[src/rtl/alu_share_pkg.sv]
// Shared types and constants for the two-requester ALU arbiter.
// Op selects are one-hot; bit 0 is add.
package alu_share_pkg;

    localparam int DW  = 32;
    localparam int OPW = 12;

    typedef enum logic [1:0] {
        IDLE = 2'd0,
        EXEC = 2'd1,
        RESP = 2'd2
    } state_t;

    localparam logic [OPW-1:0] OP_ADD  = 12'b0000_0000_0001;
    localparam logic [OPW-1:0] OP_SUB  = 12'b0000_0000_0010;
    localparam logic [OPW-1:0] OP_AND  = 12'b0000_0000_0100;
    localparam logic [OPW-1:0] OP_OR   = 12'b0000_0000_1000;
    localparam logic [OPW-1:0] OP_XOR  = 12'b0000_0001_0000;
    localparam logic [OPW-1:0] OP_NOR  = 12'b0000_0010_0000;
    localparam logic [OPW-1:0] OP_SLL  = 12'b0000_0100_0000;
    localparam logic [OPW-1:0] OP_SRL  = 12'b0000_1000_0000;
    localparam logic [OPW-1:0] OP_SRA  = 12'b0001_0000_0000;
    localparam logic [OPW-1:0] OP_SLT  = 12'b0010_0000_0000;
    localparam logic [OPW-1:0] OP_SLTU = 12'b0100_0000_0000;
    localparam logic [OPW-1:0] OP_PASS = 12'b1000_0000_0000;

endpackage

[src/rtl/alu32.sv]
// Combinational 32-bit ALU with a one-hot op select; any select that is not
// a recognised one-hot code produces zero.
module alu32
    import alu_share_pkg::*;
(
    input  logic [DW-1:0]  a,
    input  logic [DW-1:0]  b,
    input  logic [OPW-1:0] f,
    output logic [DW-1:0]  y
);

    always_comb begin
        y = '0;
        case (f)
            OP_ADD:  y = a + b;
            OP_SUB:  y = a - b;
            OP_AND:  y = a & b;
            OP_OR:   y = a | b;
            OP_XOR:  y = a ^ b;
            OP_NOR:  y = ~(a | b);
            OP_SLL:  y = a << b[4:0];
            OP_SRL:  y = a >> b[4:0];
            OP_SRA:  y = $signed(a) >>> b[4:0];
            OP_SLT:  y = {{(DW-1){1'b0}}, $signed(a) < $signed(b)};
            OP_SLTU: y = {{(DW-1){1'b0}}, a < b};
            OP_PASS: y = b;
            default: y = '0;
        endcase
    end

endmodule

[src/rtl/rr_arbiter2.sv]
// Two-way round-robin grant: on contention the requester named by ptr wins,
// otherwise the lone valid requester is granted.
module rr_arbiter2 (
    input  logic [1:0] req,
    input  logic       ptr,
    output logic [1:0] grant
);

    assign grant[0] = req[0] & (~req[1] | ~ptr);
    assign grant[1] = req[1] & (~req[0] |  ptr);

endmodule

[src/rtl/alu_share_arbiter.sv]
// Shares one ALU between two valid/ready requesters: round-robin accept,
// one-cycle execute from registered operands, then hold the tagged result.
module alu_share_arbiter
    import alu_share_pkg::*;
(
    input  logic             clk,
    input  logic             rst_n,
    input  logic [1:0]       req_valid,
    output logic [1:0]       req_ready,
    input  logic [2*DW-1:0]  req_a,
    input  logic [2*DW-1:0]  req_b,
    input  logic [2*OPW-1:0] req_op,
    output logic             rsp_valid,
    input  logic             rsp_ready,
    output logic             rsp_id,
    output logic [DW-1:0]    rsp_y,
    output logic             rsp_err,
    output logic             busy
);

    state_t         state_reg;
    logic           rr_ptr_reg;
    logic           accept_en_reg;
    logic           id_reg;
    logic           op_err_reg;
    logic [DW-1:0]  a_reg;
    logic [DW-1:0]  b_reg;
    logic [OPW-1:0] op_reg;
    logic           rsp_valid_reg;
    logic           rsp_id_reg;
    logic [DW-1:0]  rsp_y_reg;
    logic           rsp_err_reg;
    logic           busy_reg;

    logic [DW-1:0]  a_arr  [2];
    logic [DW-1:0]  b_arr  [2];
    logic [OPW-1:0] op_arr [2];
    logic [1:0]     grant;
    logic           sel_id;
    logic           handshake;
    logic [DW-1:0]  alu_y;

    genvar gi;
    generate
        for (gi = 0; gi < 2; gi++) begin : g_unpack
            assign a_arr[gi]  = req_a[gi*DW +: DW];
            assign b_arr[gi]  = req_b[gi*DW +: DW];
            assign op_arr[gi] = req_op[gi*OPW +: OPW];
        end
    endgenerate

    rr_arbiter2 u_arb (
        .req   (req_valid),
        .ptr   (rr_ptr_reg),
        .grant (grant)
    );

    // accept_en_reg keeps ready low while reset is held and for the first cycle after
    assign req_ready = (state_reg == IDLE && accept_en_reg) ? grant : 2'b00;
    assign sel_id    = grant[1];
    assign handshake = |(req_valid & req_ready);

    alu32 u_alu (
        .a (a_reg),
        .b (b_reg),
        .f (op_reg),
        .y (alu_y)
    );

    always_ff @(posedge clk or negedge rst_n) begin
        if (!rst_n) begin
            state_reg     <= IDLE;
            rr_ptr_reg    <= 1'b0;
            accept_en_reg <= 1'b0;
            id_reg        <= 1'b0;
            op_err_reg    <= 1'b0;
            a_reg         <= '0;
            b_reg         <= '0;
            op_reg        <= '0;
            rsp_valid_reg <= 1'b0;
            rsp_id_reg    <= 1'b0;
            rsp_y_reg     <= '0;
            rsp_err_reg   <= 1'b0;
            busy_reg      <= 1'b0;
        end else begin
            case (state_reg)
                IDLE: begin
                    accept_en_reg <= 1'b1;
                    if (handshake) begin
                        a_reg      <= a_arr[sel_id];
                        b_reg      <= b_arr[sel_id];
                        op_reg     <= op_arr[sel_id];
                        op_err_reg <= !$onehot(op_arr[sel_id]);
                        id_reg     <= sel_id;
                        rr_ptr_reg <= ~sel_id;
                        busy_reg   <= 1'b1;
                        state_reg  <= EXEC;
                    end
                end
                EXEC: begin
                    rsp_y_reg     <= op_err_reg ? '0 : alu_y;
                    rsp_err_reg   <= op_err_reg;
                    rsp_id_reg    <= id_reg;
                    rsp_valid_reg <= 1'b1;
                    state_reg     <= RESP;
                end
                RESP: begin
                    if (rsp_ready) begin
                        rsp_valid_reg <= 1'b0;
                        busy_reg      <= 1'b0;
                        state_reg     <= IDLE;
                    end
                end
                default: begin
                    rsp_valid_reg <= 1'b0;
                    busy_reg      <= 1'b0;
                    state_reg     <= IDLE;
                end
            endcase
        end
    end

    assign rsp_valid = rsp_valid_reg;
    assign rsp_id    = rsp_id_reg;
    assign rsp_y     = rsp_y_reg;
    assign rsp_err   = rsp_err_reg;
    assign busy      = busy_reg;

endmodule

[config.mk]
export PLATFORM = sky130hd
export DESIGN_NAME = alu_share_arbiter
export DESIGN_NICKNAME = d
export VERILOG_FILES = /design/src/rtl/alu_share_pkg.sv /design/src/rtl/alu32.sv /design/src/rtl/rr_arbiter2.sv /design/src/rtl/alu_share_arbiter.sv
export SDC_FILE = /design/constraint.sdc
export NUM_CORES = 1
export LEC_CHECK = 0
export BUFFER_PORTS_ARGS = -buffer_cell sky130_fd_sc_hd__buf_4
export CAP_MARGIN = 20
export CORE_ASPECT_RATIO = 0.5
export CORE_UTILIZATION = 35
export CTS_CLUSTER_SIZE = 16
export DETAILED_ROUTE_END_ITERATION = 8
export GPL_ROUTABILITY_DRIVEN = 0
export PLACE_DENSITY = 0.52
export SETUP_SLACK_MARGIN = 0.2
export SYNTH_ARGS = -nofsm -noshare
export SYNTH_HDL_FRONTEND = slang
export SYNTH_HIERARCHICAL = 1
export SYNTH_SLANG_ARGS = --single-unit
[constraint.sdc]
create_clock -name clk -period 8 [get_ports clk]
set_input_delay 0.8 -clock clk [delete_from_list [all_inputs] [get_ports clk]]
set_output_delay 0.8 -clock clk [all_outputs]
set_load 0.01 [all_outputs]
# Word level (Yosys, flattened, before mapping)
# Index checks and enable logic that the tools add are counted.
# word_totals
ff_bits	118
input_bits	157
# classes
n_addsub	13
n_lt_le_gt_ge	3
n_eq_ne	17
shifts	3
muxes	19
bitwise_logic	16
n_reduce_logical	8
# ops
operator	n
one-hot mux 32 bit (12 select lines)	1
2-to-1 mux 32 bit	7
< comparator 32 bit	2
2-to-1 mux 12 bit	3
adder 32 bit	1
AND 32 bit	1
NOT 32 bit	1
OR 32 bit	1
left shift 32 x 5 -> 32 bit	1
right shift 32 x 5 -> 32 bit	1
>>> shifter 32 x 5 -> 32 bit	1
subtractor 32 bit	1
bitwise XOR 32 bit	1
adder 1 x 1 -> 2 bit	6
== test 12 x 1 -> 1 bit, second input constant	1
== test 12 x 10 -> 1 bit, second input constant	1
== test 12 x 11 -> 1 bit, second input constant	1
== test 12 bit, second input constant	1
== test 12 x 2 -> 1 bit, second input constant	1
== test 12 x 3 -> 1 bit, second input constant	1
== test 12 x 4 -> 1 bit, second input constant	1
== test 12 x 5 -> 1 bit, second input constant	1
== test 12 x 6 -> 1 bit, second input constant	1
== test 12 x 7 -> 1 bit, second input constant	1
25 further kinds	41

# Logic depth before layout (Yosys ltp)
# Gate-level depths: netlist of the first run.
# logic_depth
ltp_word	13
depth_mapped	17

# Modules after synthesis
# The synthesis of the first run kept the hierarchy.
# modules_own_cells
module	n_inst	cells_each	area_each_um2	seq_area_each_um2
alu32	1	1385	9116.2	0.0
alu_share_arbiter	1	441	6084.6	2952.8
rr_arbiter2	1	3	18.8	0.0

# Worst setup path before layout of the first run
# No wires, ideal clock.
# synth_timing
kind	input port to flip-flop
startpoint	input port req_valid[1]
endpoint	register op_err_reg
setup_ns	0.125
arrival_time_ns	5.102
path_slack_ns	2.773
cell_stages	16
n_path_buf	2
path_cell_list	a21boi_1 buf_2 buf_2 mux2_2 fa_1 inv_1 fa_1 fa_1 fa_1 inv_1 ha_1 inv_1 fa_1 a211o_1 a211o_1 mux2_4
# synth_between
elab_chain_len	11
word_cells_on_any_way	25
# synth_rtl
element	line	source
from (decl)	alu_share_arbiter.sv:8	input logic [1:0] req_valid,
AND 1 bit	rr_arbiter2.sv:10	assign grant[1] = req[1] & (~req[0] | ptr);
NOT 1 -> 2 bit (implied by the code)	alu_share_arbiter.sv:93	op_err_reg <= !$onehot(op_arr[sel_id]);
2-to-1 mux 12 bit (implied by the code) (3 in series)	alu_share_arbiter.sv:93	
adder 1 x 1 -> 2 bit (implied by the code)	alu_share_arbiter.sv:93	
adder 2 x 2 -> 3 bit (implied by the code)	alu_share_arbiter.sv:93	
adder 3 x 3 -> 4 bit (implied by the code)	alu_share_arbiter.sv:93	
adder 4 x 3 -> 4 bit (implied by the code)	alu_share_arbiter.sv:93	
== test 4 x 1 -> 1 bit	alu_share_arbiter.sv:93	
logical NOT 1 bit	alu_share_arbiter.sv:93	
to (signal assigned)	alu_share_arbiter.sv:93	
to (decl)	alu_share_arbiter.sv:25	logic op_err_reg;
# Parallel ways exist; a longest one is shown, timed or not. The select of a mux whose other input is x is not followed.
# A chain may end at the register's enable or synchronous reset.

# Worst setup path after layout of the first run
# layout_timing
startpoint	input port req_valid[0]
endpoint	register op_err_reg
# layout_between
elab_chain_len	13
word_cells_on_any_way	25
# layout_rtl
element	line	source
NOT 1 bit (*)	rr_arbiter2.sv:10	
OR 1 bit (*)	rr_arbiter2.sv:10	
AND 1 bit (*)	rr_arbiter2.sv:10	
named net grant[1]	alu_share_arbiter.sv:38	logic [1:0] grant;
NOT 1 -> 2 bit (implied by the code)	alu_share_arbiter.sv:93	
2-to-1 mux 12 bit (implied by the code) (3 in series)	alu_share_arbiter.sv:93	
adder 1 x 1 -> 2 bit (implied by the code)	alu_share_arbiter.sv:93	
adder 2 x 2 -> 3 bit (implied by the code)	alu_share_arbiter.sv:93	
adder 3 x 3 -> 4 bit (implied by the code)	alu_share_arbiter.sv:93	
adder 4 x 3 -> 4 bit (implied by the code)	alu_share_arbiter.sv:93	
== test 4 x 1 -> 1 bit	alu_share_arbiter.sv:93	
logical NOT 1 bit	alu_share_arbiter.sv:93	
# Mark *: on every way through the listed nets, which the timed path passes. The rest lies on a longest branch. The select of a mux whose other input is x is not followed.

==> flow_summary.ini, run 1 <==
[timing]
fin_crit_ns = 5.039
slew_viol_final = 0
rsz0062_at_grt = no
hold_viol = 0
post-route-period-util_pct = 62.99
relSlewSlack_pct = 24.12
fin_tns_setup_ns = 0
max_freq_ghz = 0.1984
fin_ws_ns = 2.961
finClkSkew_ns = 0.01088
worst_slew_pin_slew_ns = 1.128
setup_viol = 0

[global_route]
grt_overflow = 0
grt_pass1_vias = 14120
grt_max_degree = 80
grt.total_usage_pct = 26.60
grt_pass1_wl_um = 89960
antenna_found_initial = 3

[detailed_routing]
detail-route-antenna-nets = 0
drt-total-wl_um = 59690
post-route-drc-count = 0
vias = 15162
vias_per_cell = 6.012
drtIter0Drc = 1990
first_pass_iters = 8
routedWlPerCell_um = 23.67

[cts]
ctsResizeCount = 0
cts_hold_buf = 0
cts_setup_buffers = 0
ctsHtreeMaxLevel = 4
clk_transition_reported_paths_ns = 0.06
clkLatencyLatePin_ns = 0.46
cts.sinks = 118
cts-root-buf = clkbuf_16
clk_path_buf_depth = 2
cts_buffers = 17
cts_tree = built

[power_and_ir_drop]
p_per_area_mw_per_mm2 = 490.5
leakage_nw = 7.773
ir_worst_vdd_mv = 0.1975

[die]
die_y_um = 149.5
coreArea_sq_mm = 0.04244
placementRows = 53
io_pins = 195
start_util_pct = 35.86
dieArea_sq_mm = 0.04437
die_w_um = 296.9

[finish]
drive_above_1_share_pct = 25.05
final_cells = 2522
fin_nets = 2203
syn_to_final_growth_pct = 15.39

[synthesis]
synthFlopType = dfrtp_1
synth_top_cell_by_area = dfrtp_1
netlist_top_cells_area = dfrtp_1 (19%), ha_1 (8.7%), mux2_2 (7.3%), mux2_4 (7.1%), o21ai_0 (4.5%)
synthArstFlopShare_pct = 100.0
yosysMostFrequentCell = nand2_1
synth_warnings = 6
netlist.area_leader.share_pct = 19.40
ys_seq_area_share_pct = 19.40
synth_cell_types = 95
synth_fp_nets = 2101
syn_area_per_cell_sq_um = 8.321
ys_ff_latch = 118
syn-cell-area_sq_mm = 0.01522
syn-instance-count = 1829
synth_edf_count = 0
netlist_top_cells_count = nand2_1 (169), nor2_1 (162), o21ai_0 (137)

[place]
dp.cells = 2487
hpwlAfterDp_um = 44810
place_ws_ns = 2.471
io_buffers = 194

[setup_path]
path_max_fanout = 11
cp-start-kind = input pin
arrival_ns = 5.39
cpLargestDelayFamily = adder cells
cp_num_buf_inv = 4
criticalPathCategory = input pin to flip-flop
cp.required_ns = 8.35
cp_common_cell = fa_1
cp_cell_sequence = buf_4 > a21boi_4 > mux2_2 > fa_1 > inv_1 > fa_1 > fa_1 > fa_1 > inv_1 > ha_1 > inv_1 > fa_1 > a211o_1 > a211o_1 > mux2_4
slowest_stage = fa_1
crit_path_end_kind = flip-flop
cpPeakStageDelay_ns = 0.55

[status]
outcome = completed

[worst_hold_path]
min_path_type = input pin to async pin

[flow_run]
maxCapViolations = 0
## layout make-up
class / count / area, sq um
clock inverter: 13 / 171.4
inverter: 116 / 435.4
fill: 4399 / 24880
antenna: 1 / 2.502
tap: 577 / 721.9
multi-input combinational: 1457 / 11130
timing repair buffer: 221 / 1695
sequential: 118 / 2962
clock buffer: 19 / 442.9
## worst register-to-register path: stages (launching register included)
cell and delay [ns]:
dfrtp_1 0.37, inv_1 0.07, a21boi_4 0.40, mux2_2 0.43, fa_1 0.54, inv_1 0.05
fa_1 0.49, fa_1 0.55, fa_1 0.42, inv_1 0.07, ha_1 0.17, inv_1 0.07
fa_1 0.44, a211o_1 0.28, a211o_1 0.29, mux2_4 0.25
## layer usage
layer  track usage [%]  routed length [um]  share of wire [%]  up-vias
li1                  -                   -                  -     6960
met1             39.74               28310                 47     7269
met2             37.90               24270                 41      814
met3             5.081                5455                9.1      117
met4             8.557                1643                2.8        2
met5                 0                   7              0.012        -
## path summary, 6_finish.rpt
kind	startpoint	end	slack [ns]	depth (start not counted)
worst min-delay path	rst_n	op_reg[4]$_DFFE_PN0P_	0.32	1
worst min register to register	rsp_y[3]$_DFFE_PN0P_	rsp_y[3]$_DFFE_PN0P_	0.48	2
worst max-delay path	req_valid[0]	op_err_reg$_DFFE_PN0P_	2.96	15
min in group clk	rsp_y[3]$_DFFE_PN0P_	rsp_y[3]$_DFFE_PN0P_	0.48	2
max in group asynchronous	rst_n	b_reg[1]$_DFFE_PN0P_	6.42	2
worst max register to register	rr_ptr_reg$_DFFE_PN0P_	op_err_reg$_DFFE_PN0P_	3.00	15
## cells in the final DEF, fill, tap and decap left out, drive strengths merged, types with 36 or more instances in the layout
cell	instances
a21oi	128
buf	221
dfrtp	118
ha	106
inv	117
mux2	171
mux2i	66
nand2	169
nand2b	45
nand3	36
nor2	163
o21ai	141
## stage by stage
| step | utilization [%] | hold WS [ns] | area, sq um | power, mW |
|---|---|---|---|---|
| after detailed placement | 39.81 | 0.4708 | 16900 | 7.568 |
| final | 41.38 | 0.3183 | 17560 | 8.615 |
| after floorplan | - | 0.4583 | 15220 | 5.791 |
| after CTS | 41.26 | 0.3511 | 17510 | 8.440 |
| after global routing | 41.37 | 0.3580 | 17560 | 9.213 |
| after global placement | 39.81 | 0.4657 | 16900 | 7.579 |
## report_power, final
part,switching [mW],total [mW],internal (mW)
Combinational,3.80,6.33,2.53
Clock,0.322,0.823,0.501
Sequential,0.594,1.46,0.871
## cell families after synthesis
group           share of synthesized area, %
compound gates                         24.45
xor+xnor                              0.2877
fa+ha+maj                              9.898
buf+inv                                7.752
flops                                  19.40
mux                                    22.17
simple gates                           16.04
Note: power is estimated with default switching activity, not from simulation.
==> run 2: changes to the inputs <==
==> constraint.sdc (replaced) <==
create_clock -name clk -period 5.2 [get_ports clk]
set_input_delay 0.52 -clock clk [delete_from_list [all_inputs] [get_ports clk]]
set_output_delay 0.52 -clock clk [all_outputs]
set_load 0.01 [all_outputs]
==> flow_summary.ini, run 2 (synthesized netlist as in run 1, its figures left out) <==
[status]
outcome = completed

[setup_path]
cp.required_ns = 5.54
cpPeakStageDelay_ns = 0.57
cp-start-kind = flip-flop
slowest_stage = fa_1
ff2ff_path_depth = 16
cp_cell_sequence = inv_2 > a21boi_4 > buf_12 > mux2_4 > fa_1 > inv_1 > fa_1 > fa_1 > fa_1 > inv_1 > ha_2 > inv_1 > fa_2 > a211o_1 > a211o_1 > mux2_4
ff2ff_setup_slack_ns = 0.35
path_max_fanout = 5
crit_path_end_kind = flip-flop
criticalPathCategory = flip-flop to flip-flop
cp_common_cell = fa_1
arrival_ns = 5.19

[finish]
syn_to_final_growth_pct = 17.14
fin_nets = 2233
ff_latch_area_sq_mm = 0.002962
layout_common_cells = buf_4 (244), nand2_1 (169), nor2_1 (161)
antenna_cells = 0
fill_cells = 4335
multiInputGateArea_sq_mm = 0.01113
design_area_sq_mm = 0.01783
drive_above_1_share_pct = 26.29
layout_commonest_cell = buf_4

[die]
die_y_um = 149.5
start_util_pct = 35.86
coreArea_sq_mm = 0.04244
dieArea_sq_mm = 0.04437
io_pins = 195
placementRows = 53
die_w_um = 296.9

[timing]
post-route-period-util_pct = 93.33
fin_tns_setup_ns = 0
setup_viol = 0
max_freq_ghz = 0.2061
worst_slew_pin_slew_ns = 1.126
rsz0062_at_grt = no
hold_viol = 0
whs_ns = 0.02561
fin_crit_ns = 4.853
slew_viol_final = 0
relSlewSlack_pct = 24.00
finClkSkew_ns = 0.01426

[cts]
ctsHtreeMaxLevel = 4
clk_path_buf_depth = 2
cts_tree = built
cts_buffers = 17
clkLatencyLatePin_ns = 0.46
cts_hold_buf = 0
clk_transition_reported_paths_ns = 0.07
cts-root-buf = clkbuf_16
cts.sinks = 118

[global_route]
grt_max_degree = 80
antenna_found_initial = 0
grt_pass1_wl_um = 91850
grt.total_usage_pct = 27.27
grt_pass1_vias = 14241
grt_overflow = 0

[detailed_routing]
detail-route-antenna-nets = 0
drt-total-wl_um = 61000
vias = 15258
post-route-drc-count = 0
first_pass_iters = 8
drtIter0Drc = 2136
routedWlPerCell_um = 23.91
vias_per_cell = 5.981

[place]
io_buffers = 194
hpwlAfterDp_um = 46020
place_area_sq_mm = 0.01711

[power_and_ir_drop]
power.switching_mw = 7.416
clkPwrFrac_pct = 9.2
ir_worst_vdd_mv = 0.2936
p_per_area_mw_per_mm2 = 758.5
swShare_pct = 54.84
seqPwrFrac_pct = 14.8
leakage_nw = 7.937
p_int_mw = 6.107
power_frac_comb_pct = 76.0

[worst_hold_path]
min_path_type = input pin to async pin

[flow_run]
maxCapViolations = 0
-- run 2: cell count changes in the layout (fill, tap and decap cells not counted), sizes merged --
cell	change
bufinv	-1
clkinvlp	+1
buf	+29
diode	-1
inv	+4
clkinv	-3
-- run 2: final timing paths --
check                                        from                  endpoint
max                        rr_ptr_reg$_DFFE_PN0P_    op_err_reg$_DFFE_PN0P_
min                                         rst_n     a_reg[26]$_DFFE_PN0P_
max reg2reg                rr_ptr_reg$_DFFE_PN0P_    op_err_reg$_DFFE_PN0P_
min reg2reg                 rsp_y[19]$_DFFE_PN0P_     rsp_y[19]$_DFFE_PN0P_
max in group asynchronous                   rst_n     b_reg[15]$_DFFE_PN0P_
min in group clk                        rsp_ready  state_reg[1]$_DFFE_PN0P_
-- run 2: stage by stage --
stage / power [mW] / setup slack, ns / instances / util, %
floorplan: 8.909 / 0.2525 / 1829 / -
global placement: 11.84 / 0.1202 / 2513 / 40.32
detailed placement: 11.82 / 0.08856 / 2513 / 40.32
CTS: 13.15 / 0.3047 / 2545 / 41.75
global route: 14.40 / 0.1535 / 2551 / 42.01
finish: 13.52 / 0.3470 / 2551 / 42.01
-- run 2: timing repair --
item	in CTS	in global routing
gates resized for setup	0	6
setup endpoints to repair	0	1
hold endpoints to repair	0	0
buffers inserted	0	3
-- run 2: power groups by stage --
stage / combinational (mW) / clock, mW / sequential (mW)
after global placement: 9.84 / 0 / 2.01
after CTS: 9.88 / 1.27 / 2.00
after detailed placement: 9.81 / 0 / 2.01
final: 10.3 / 1.24 / 2.00
after floorplan: 7.07 / 0 / 1.84
after global routing: 11.0 / 1.31 / 2.08
-- run 2: worst max-delay path, delay by kind of cell (launching register included) --
family / cells / cell delay (ns)
compound gates: 3 / 0.83
fa+ha+maj: 6 / 2.54
buf+inv: 5 / 0.41
flops: 1 / 0.38
mux: 2 / 0.56
-- run 2: final cells by class --
class                           count  share of cell area (%)
Tap cell                          577                   4.049
Sequential cell                   118                   16.61
Clock inverter                     14                  0.9194
Inverter                          116                   2.442
Timing Repair Buffer              251                   11.08
Clock buffer                       18                   2.463
Multi-Input combinational cell   1457                   62.43
-- run 2: routing by layer --
layer	vias to the layer above	part of all wire, %	global-route usage (%)
li1	7006	-	-
met2	857	40	38.11
met4	0	2.3	8.067
met1	7307	48	40.86
met3	88	10	6.330
met5	-	0	0
